[src/rtl/spi_slave_shift.sv]
// spi_slave_shift: SPI target shift engine.
// Oversamples SCLK/CS_N/MOSI in the clk_in domain, deserialises MOSI into
// rx words and serialises a host-supplied tx word onto MISO. Supports all four
// cpol/cpha modes and MSB- or LSB-first bit order.
// Optional: define SPI_SLAVE_ERR_EN to add sticky rx_overrun/tx_underrun flags
// (cleared by err_clr, set wins) and the rx_ready_i input.
module spi_slave_shift #(
   parameter int DATA_WIDTH  = 8,
   parameter int SYNC_STAGES = 2
) (
   input  logic                  clk_in,
   input  logic                  rst,
   input  logic                  cpol,
   input  logic                  cpha,
   input  logic                  lsb_first,
   input  logic                  spi_sclk,
   input  logic                  spi_cs_n,
   input  logic                  spi_mosi,
   output logic                  spi_miso,
   output logic                  spi_miso_oe,
   input  logic [DATA_WIDTH-1:0] tx_data,
   input  logic                  tx_valid,
   output logic                  tx_ready,
   output logic [DATA_WIDTH-1:0] rx_data,
   output logic                  rx_valid,
   output logic                  busy
`ifdef SPI_SLAVE_ERR_EN
   ,
   input  logic                  rx_ready_i,
   input  logic                  err_clr,
   output logic                  rx_overrun,
   output logic                  tx_underrun
`endif
);

   localparam int CNT_W = $clog2(DATA_WIDTH) + 1;

   typedef enum logic {
      IDLE   = 1'b0,
      ACTIVE = 1'b1
   } state_e;

   state_e                  state_q;
   logic [SYNC_STAGES-1:0]  sclk_sync_q, cs_sync_q, mosi_sync_q;
   logic                    sclk_hist_q, cs_hist_q;
   logic [CNT_W-1:0]        cnt_q;
   logic [DATA_WIDTH-1:0]   shreg_q, rx_shift_q, rx_data_q, hold_q;
   logic                    hold_full_q, rx_valid_q;

   logic                    sclk_s, cs_s, mosi_s;
   logic                    cs_fall, cs_rise, edges_en;
   logic                    lead_edge, trail_edge, sample_edge, shift_edge;
   logic                    tx_write, load;
   logic [DATA_WIDTH-1:0]   load_word, shreg_adv, rx_word_d;

   assign sclk_s = sclk_sync_q[SYNC_STAGES-1];
   assign cs_s   = cs_sync_q[SYNC_STAGES-1];
   assign mosi_s = mosi_sync_q[SYNC_STAGES-1];

   // Synchronise the asynchronous SPI pins and keep one history bit for edges.
   // NOTE: these flops are deliberately not reset, so a reset taken while CS is
   // held low cannot manufacture a false CS falling edge afterwards.
   always_ff @(posedge clk_in) begin
      sclk_sync_q <= {sclk_sync_q[SYNC_STAGES-2:0], spi_sclk};
      cs_sync_q   <= {cs_sync_q[SYNC_STAGES-2:0], spi_cs_n};
      mosi_sync_q <= {mosi_sync_q[SYNC_STAGES-2:0], spi_mosi};
      sclk_hist_q <= sclk_s;
      cs_hist_q   <= cs_s;
   end

   // Edge classification, load-point decision and next shift/receive values.
   // NOTE: every signal written here is given a value on every path, so no
   // latch can be inferred.
   always_comb begin
      cs_fall     = cs_hist_q & ~cs_s;
      cs_rise     = ~cs_hist_q & cs_s;
      edges_en    = (state_q == ACTIVE) && !cs_rise;
      lead_edge   = (sclk_hist_q == cpol) && (sclk_s != cpol);
      trail_edge  = (sclk_hist_q != cpol) && (sclk_s == cpol);
      sample_edge = edges_en && (cpha ? trail_edge : lead_edge);
      shift_edge  = edges_en && (cpha ? lead_edge : trail_edge);
      tx_write    = tx_valid && !hold_full_q;
      // A shift edge with the counter at zero is the first shift edge of a
      // word (cpha=1) or the one right after a completed word (cpha=0).
      load        = ((state_q == IDLE) && cs_fall && !cpha) ||
                    (shift_edge && (cnt_q == '0));
      load_word   = hold_full_q ? hold_q : (tx_write ? tx_data : '1);
      shreg_adv   = lsb_first ? {1'b1, shreg_q[DATA_WIDTH-1:1]}
                              : {shreg_q[DATA_WIDTH-2:0], 1'b1};
      rx_word_d   = lsb_first ? {mosi_s, rx_shift_q[DATA_WIDTH-1:1]}
                              : {rx_shift_q[DATA_WIDTH-2:0], mosi_s};
   end

   // Tx holding register: filled by the host, emptied by a shift-register load.
   always_ff @(posedge clk_in) begin
      if (rst) begin
         hold_q      <= '0;
         hold_full_q <= 1'b0;
      end else begin
         if (tx_write) hold_q <= tx_data;
         // A load with an empty slot takes tx_data directly, so the slot stays empty.
         hold_full_q <= load ? 1'b0 : (hold_full_q | tx_write);
      end
   end

   // Frame FSM with bit counter, tx shift register and rx assembly.
   // NOTE: sequential state uses non-blocking assignments only, so every
   // register sees the pre-edge values of the others.
   always_ff @(posedge clk_in) begin
      if (rst) begin
         state_q    <= IDLE;
         cnt_q      <= '0;
         shreg_q    <= '0;
         rx_shift_q <= '0;
         rx_data_q  <= '0;
         rx_valid_q <= 1'b0;
      end else begin
         rx_valid_q <= 1'b0;
         case (state_q)
            IDLE: begin
               if (cs_fall) begin
                  state_q    <= ACTIVE;
                  cnt_q      <= '0;
                  rx_shift_q <= '0;
               end
               if (load) shreg_q <= load_word;
            end
            ACTIVE: begin
               if (cs_rise) begin
                  state_q    <= IDLE;
                  cnt_q      <= '0;
                  shreg_q    <= '0;
                  rx_shift_q <= '0;
               end else begin
                  if (sample_edge) begin
                     rx_shift_q <= rx_word_d;
                     if (cnt_q == CNT_W'(DATA_WIDTH - 1)) begin
                        cnt_q      <= '0;
                        rx_data_q  <= rx_word_d;
                        rx_valid_q <= 1'b1;
                     end else begin
                        cnt_q <= cnt_q + CNT_W'(1);
                     end
                  end
                  if (shift_edge) shreg_q <= load ? load_word : shreg_adv;
               end
            end
            default: state_q <= IDLE;
         endcase
      end
   end

   assign busy        = (state_q == ACTIVE);
   assign spi_miso_oe = busy;
   assign spi_miso    = busy && (lsb_first ? shreg_q[0] : shreg_q[DATA_WIDTH-1]);
   assign tx_ready    = !hold_full_q;
   assign rx_data     = rx_data_q;
   assign rx_valid    = rx_valid_q;

`ifdef SPI_SLAVE_ERR_EN
   logic underrun_evt;
   assign underrun_evt = load && !hold_full_q && !tx_write;

   // Sticky error flags; a set event in the same cycle as err_clr wins.
   always_ff @(posedge clk_in) begin
      if (rst) begin
         rx_overrun  <= 1'b0;
         tx_underrun <= 1'b0;
      end else begin
         rx_overrun  <= (rx_valid_q && !rx_ready_i) || (rx_overrun && !err_clr);
         tx_underrun <= underrun_evt || (tx_underrun && !err_clr);
      end
   end
`endif

endmodule

[config.mk]
export PLATFORM = sky130hd
export DESIGN_NAME = spi_slave_shift
export DESIGN_NICKNAME = d
export VERILOG_FILES = /design/src/rtl/spi_slave_shift.sv
export SDC_FILE = /design/constraint.sdc
export NUM_CORES = 1
export LEC_CHECK = 0
export BUFFER_PORTS_ARGS = -buffer_cell sky130_fd_sc_hd__buf_2
export CAP_MARGIN = 20
export CORE_MARGIN = 2
export CORE_UTILIZATION = 60
export CTS_BUF_LIST = sky130_fd_sc_hd__clkbuf_16
export CTS_CLUSTER_SIZE = 24
export DETAILED_ROUTE_END_ITERATION = 12
export PLACE_DENSITY = 0.82
export SLEW_MARGIN = 25
export SYNTH_ARGS = -nofsm -noshare
export SYNTH_HDL_FRONTEND = slang
export SYNTH_SLANG_ARGS = --single-unit
[constraint.sdc]
create_clock -name clk_in -period 2.67 [get_ports clk_in]
set_clock_uncertainty 0.05 [all_clocks]
set_input_delay 0.1335 -clock clk_in [delete_from_list [all_inputs] [get_ports clk_in]]
set_output_delay 0.1335 -clock clk_in [all_outputs]
set_load 0.01 [all_outputs]
==> flow_metrics.py, run 1 <==
metrics = {
    "clock_network": {
        "cts_setup_buffers": 0,
        "numCtsBuffers": 5,
        "insertion_delay_ns": 0.28,
        "clockBufferDepth": 2,
        "cts_resized": 0,
        "cts_tree": "done",
        "cts_root_buffer": "clkbuf_16",
        "clk_pin_slew_ns": 0.06,
        "cts_hold_buf": 3,
        "htreeDepth": 2,
        "clkSinkCount": 47,
    },
    "worst_setup_path": {
        "start_kind": "flip-flop",
        "worst-path-stages": 5,
        "slowest_stage": "dfxtp_1",
        "crit_required_ns": 2.76,
        "cp.buffers_inverters": 2,
        "crit_type": "reg -> reg",
        "critPathTopFamily": "flip-flops",
        "crit_path_max_fanout": 17,
        "cp.arrival_ns": 2.04,
        "critical_path.cell_chain": "inv_1, nor2_1, buf_4, and3_1, a211oi_1",
        "crit_path_end_kind": "flip-flop",
        "rr_worst_depth": 5,
        "slowest_delay_ns": 0.68,
    },
    "synthesis": {
        "synth_ff_type": "dfxtp_1",
        "ys_ff_latch": 47,
        "synth.most_common_cell": "dfxtp_1",
        "synth-seq-area-share_pct": 39.9,
        "synth_fp_nets": 273,
        "synth_enable_flop_cells": 0,
        "yosys.area.top_type_share_pct": 39.9,
        "synth.avg_cell_area_um2": 9.29,
        "yosys-top-cells-area": "dfxtp_1 (40%), mux2i_1 (13%), a211oi_1 (4.5%), nor2_1 (3.7%), nand3_1 (3.6%)",
        "synthCells": 254,
        "ys_types": 40,
        "syn_area_um2": 2360,
        "synth_top_cell_by_area": "dfxtp_1",
        "synthArstFlopShare_pct": 0,
        "yosys_warnings": 0,
        "synthTopCellsByCount": "dfxtp_1 (47), mux2i_1 (31), nor2_1 (23), nand3_1 (17), a211oi_1 (14)",
    },
    "drt": {
        "dr.pass1.iters": 4,
        "antenna_left": 0,
        "drtIter0Drc": 184,
        "wl_per_cell_um": 15.5,
        "vias": 1954,
        "remaining_drc_errors": 0,
        "viasPerCell": 6.05,
        "drt_wl_total_um": 4990,
    },
    "die": {
        "dieWidth_um": 66.7,
        "die_h_um": 66.7,
        "coreArea_um2": 3720,
        "die-area_um2": 4450,
        "fp-row-count": 22,
        "start_util_pct": 63.5,
        "num_io_pins": 30,
    },
    "placement": {
        "portBuffers": 29,
        "place_congestion": 0.830,
        "detailed_place_hpwl_um": 3370,
    },
    "timing": {
        "worst_pin_slew_ns": 0.631,
        "finalSetupViolations": 0,
        "slew_violations": 0,
        "fin_crit_ns": 1.95,
        "max_freq_ghz": 0.513,
        "fin_tns_setup_ns": 0,
        "hold_viol_final": 0,
        "slew-limit-headroom_pct": 57.9,
        "fin_crit_sh_pct": 73.0,
        "grt_setup_unrepaired": "no",
    },
    "pwr": {
        "peakVddDrop_uv": 451,
        "p_clk_share_pct": 41.4,
        "leakage_nw": 1.13,
        "p_comb_share_pct": 12.8,
        "total_power_w": 0.00166,
        "switching_share_pct": 24.0,
        "p_sw_w": 0.000398,
        "power_density_nw_per_um2": 623,
        "power.internal_w": 0.00126,
        "power_frac_seq_pct": 45.8,
    },
    "cells_and_area": {
        "area_delta_synth_final_pct": 12.7,
        "seqCellArea_um2": 941,
        "layout-drive-gt1-share_pct": 17.8,
        "fin_nets": 293,
        "n_antenna_cell": 0,
        "fillers": 294,
        "multi_input_comb_area_um2": 1280,
    },
    "worst_hold_path": {
        "hold_path.class": "in -> reg",
        "hold_path_depth": 3,
    },
    "global_route": {
        "track_usage_pct": 24.8,
        "grt_start_max_net_pins": 35,
        "grt_pass1_vias": 1731,
        "grt_antenna_before_repair": 0,
        "gr-total-overflow": 0,
        "grt_pass1_wl_um": 8350,
    },
    "status": {
        "status": "completed",
    },
    "job": {
        "drv_cap": 0,
    },
}
[layout make-up]
| class | count | share of cell area [%] |
|---|---|---|
| clock buffers | 5 | 4.70 |
| repair buffers | 35 | 7.43 |
| multi-input cells | 180 | 48.1 |
| clock inverters | 3 | 1.46 |
| well taps | 48 | 2.26 |
| flip-flops and latches | 47 | 35.4 |
| inverters | 5 | 0.706 |
[worst paths after layout]
path,start,to,slack (ns)
hold reg to reg,mosi_sync_q[0],mosi_sync_q[1],0.28
hold / removal,tx_data[2],hold_q[2],0.05
setup / recovery,busy,rx_data[4],0.72
setup reg to reg,busy,rx_data[4],0.72
[layout by cell type, fill, tap and decap left out, types with 6 or more instances in the layout]
cell | synthesis | layout
nand3_1 | 17 | 17
nor2_1 | 23 | 23
a31oi_1 | 10 | 10
nor3_1 | 10 | 10
dfxtp_1 | 47 | 47
a211o_1 | 8 | 8
buf_2 | 10 | 29
a2bb2oi_1 | 8 | 8
mux2i_1 | 31 | 31
o21ai_0 | 6 | 6
nand2_1 | 9 | 9
a211oi_1 | 14 | 14
a21oi_1 | 13 | 13
[state kept, by name, indices dropped and copies added (netlist names), 2 cells and up]
name / flops
sclk_sync_q: 2
cs_sync_q: 2
cnt_q: 4
rx_data: 8
rx_shift_q: 8
mosi_sync_q: 2
hold_q: 8
shreg_q: 8
[per-stage QoR]
step	setup slack, ns	hold WS [ns]	instances	utilization [%]	cell area, um2
3_5_place_dp	0.754	0.187	312	66.4	2470
3_3_place_gp	0.811	0.186	312	66.4	2470
4_1_cts	0.737	0.0479	323	71.6	2660
2_1_floorplan	1.04	0.111	254	-	2360
6_report	0.720	0.0476	323	71.6	2660
5_1_grt	0.547	0.0654	323	71.6	2660
[power by group through the flow]
| stage | logic (W) | registers (W) | clock network (W) |
|---|---|---|---|
| finish | 0.000212 | 0.000758 | 0.000686 |
| global route | 0.000233 | 0.000761 | 0.000721 |
| CTS | 0.000211 | 0.000757 | 0.000697 |
| detailed placement | 0.000204 | 0.000772 | 0 |
| global placement | 0.000200 | 0.000771 | 0 |
| floorplan | 0.000171 | 0.000761 | 0 |
[kinds of logic after synthesis]
kind of cell | after synthesis | share of synthesized area [%]
AO/OA/AOI/OAI | 69 | 21.5
XOR/XNOR | 1 | 0.689
adder cells (fa/ha/maj) | 2 | 1.06
buffers and inverters | 27 | 5.94
flip-flops | 47 | 39.9
multiplexers | 33 | 14.3
AND/OR/NAND/NOR | 75 | 16.7
[routing by layer]
layer	vias to the layer above	share of wire, %	global-route usage [%]
met1	897	50	36.9
met5	-	0	0
met2	66	42	36.4
met4	0	1.2	6.89
li1	982	-	-
met3	9	6.7	4.56
[worst reg2reg max path, cell delays in order, from the launching register on]
cell      delay (ns)
dfxtp_1         0.68
inv_1           0.24
nor2_1          0.16
buf_4           0.20
and3_1          0.36
a211oi_1        0.12
No activity file was read; power rests on OpenSTA's default activity.
==> run 2, diff against run 1 <==
CORE_UTILIZATION = 57   (was 60)
PLACE_DENSITY = 0.79   (was 0.82)
clock period = 2 ns   (was 2.67 ns; I/O delays follow)
==> run 2 against run 1 <==
  * Die area is 4.9% higher
  * Critical path depth shrank 1
  * Sequential cell count unchanged
  * Total power increased by 28%
==> flow_metrics.py, run 2 (synthesis results as in run 1) <==
metrics = {
    "cells_and_area": {
        "seqCellArea_um2": 941,
        "mostFrequentLayoutCell": "dfxtp_1",
        "layout_common_cells": "dfxtp_1 (47), mux2i_1 (31), buf_2 (29)",
        "fin_cells": 328,
        "fin_nets": 296,
        "multi_input_comb_area_um2": 1280,
        "layout-drive-gt1-share_pct": 19.1,
        "fillers": 335,
        "area_delta_synth_final_pct": 12.9,
        "fin_area_um2": 2670,
        "n_antenna_cell": 0,
    },
    "clock_network": {
        "clk_pin_slew_ns": 0.06,
        "clockBufferDepth": 2,
        "cts_root_buffer": "clkbuf_16",
        "insertion_delay_ns": 0.29,
        "htreeDepth": 2,
        "cts_tree": "done",
        "clkSinkCount": 47,
        "numCtsBuffers": 5,
        "cts_setup_buffers": 0,
    },
    "drt": {
        "drtIter0Drc": 148,
        "antenna_left": 0,
        "vias": 1911,
        "viasPerCell": 5.83,
        "dr.pass1.iters": 4,
        "drt_wl_total_um": 4810,
        "wl_per_cell_um": 14.7,
        "remaining_drc_errors": 0,
    },
    "worst_setup_path": {
        "r2r_slack_ns": 0.27,
        "cp.arrival_ns": 1.86,
        "rr_endpoint": "shreg_q[0]",
        "start_kind": "flip-flop",
        "crit_path_end_kind": "flip-flop",
        "crit_type": "reg -> reg",
        "reg2reg_from": "cs_sync_q[1]",
        "crit_path_max_fanout": 16,
        "rr_worst_depth": 4,
        "crit_required_ns": 2.13,
    },
    "die": {
        "start_util_pct": 59.0,
        "die_h_um": 68.3,
        "dieWidth_um": 68.3,
        "fp-row-count": 23,
        "die-area_um2": 4670,
        "num_io_pins": 30,
        "coreArea_um2": 4000,
    },
    "global_route": {
        "gr-total-overflow": 0,
        "grt_antenna_before_repair": 0,
        "grt_start_max_net_pins": 35,
        "grt_pass1_vias": 1686,
        "track_usage_pct": 22.4,
        "grt_pass1_wl_um": 7840,
    },
    "timing": {
        "max_freq_ghz": 0.577,
        "worst_pin_slew_ns": 0.624,
        "fin_crit_ns": 1.73,
        "finalSetupViolations": 0,
        "slew_violations": 0,
        "fin_tns_setup_ns": 0,
        "hold_viol_final": 0,
        "grt_setup_unrepaired": "no",
        "slew-limit-headroom_pct": 58.4,
        "fin_crit_sh_pct": 86.7,
    },
    "worst_hold_path": {
        "hp-start": "tx_data[3]",
        "hold_path_depth": 3,
        "hold_path_end": "hold_q[3]",
        "hold_path.class": "in -> reg",
    },
    "job": {
        "drv_cap": 0,
    },
    "placement": {
        "portBuffers": 29,
        "placed_area_um2": 2490,
        "placed_cells": 317,
        "place_congestion": 0.757,
        "detailed_place_hpwl_um": 3340,
    },
    "pwr": {
        "leakage_nw": 1.14,
        "p_comb_share_pct": 13.8,
        "power_frac_seq_pct": 47.5,
        "switching_share_pct": 26.0,
        "peakVddDrop_uv": 456,
        "power.internal_w": 0.00156,
        "p_sw_w": 0.000550,
        "p_clk_share_pct": 38.7,
        "power_density_nw_per_um2": 793,
    },
    "status": {
        "status": "completed",
    },
}
## run 2: changes by cell type in the layout (fill, tap and decap cells not counted)
cell       delta
clkinv_2      +1
clkinv_1      -1
buf_4         +3
inv_6         +1
bufinv_16     -1
## run 2: repair_timing
| action | in CTS | in global routing |
|---|---|---|
| resized for setup | 0 | 0 |
| hold endpoints to repair | 3 | 0 |
| hold buffers | 3 | 0 |
## run 2: worst max-delay path by stage
| stage | startpoint | to |
|---|---|---|
| after floorplan | busy | shreg_q[0] |
| after global placement | cs_sync_q[1] | shreg_q[0] |
| after detailed placement | cs_sync_q[1] | shreg_q[0] |
| after CTS | cs_sync_q[1] | shreg_q[0] |
| after global routing | cs_hist_q | shreg_q[7] |
| final | cs_sync_q[1] | shreg_q[0] |
## run 2: final cells by class
cell class	count	share of cell area (%)
repair buffers	38	8.26
multi-input cells	180	48.0
well taps	50	2.35
flip-flops and latches	47	35.3
clock inverters	3	0.704
inverters	5	0.704
clock buffers	5	4.69
## run 2: critical path, stage by stage (launching register included)
cell and delay [ns]:
dfxtp_1 0.35, or4b_4 0.67, o21ai_4 0.17, nor3_4 0.05, a2111oi_2 0.34
## run 2: per-stage QoR
| step | util (%) | setup slack (ns) | total power [W] | hold slack, ns |
|---|---|---|---|---|
| final | 66.6 | 0.266 | 0.00211 | 0.0124 |
| after global routing | 66.6 | 0.149 | 0.00219 | 0.0224 |
| after CTS | 66.6 | 0.274 | 0.00212 | 0.0142 |
| after detailed placement | 62.3 | 0.289 | 0.00131 | 0.154 |
| after global placement | 62.3 | 0.342 | 0.00130 | 0.152 |
| after floorplan | - | 0.371 | 0.00124 | 0.0777 |
## run 2: routing by layer
| layer | vias to the layer above | share of wire (%) | global-route usage, % |
|---|---|---|---|
| met1 | 873 | 50 | 32.3 |
| met5 | - | 0 | 0 |
| met2 | 46 | 44 | 32.6 |
| li1 | 985 | - | - |
| met4 | 0 | 1.2 | 7.25 |
| met3 | 7 | 4.3 | 5.43 |
## run 2: power groups by stage
stage                     registers (W)  logic [W]  clock network, W
after floorplan                 0.00102   0.000228                 0
after global placement          0.00102   0.000279                 0
after detailed placement        0.00102   0.000284                 0
after CTS                       0.00100   0.000291          0.000827
after global routing            0.00101   0.000319          0.000864
final                           0.00100   0.000292          0.000818
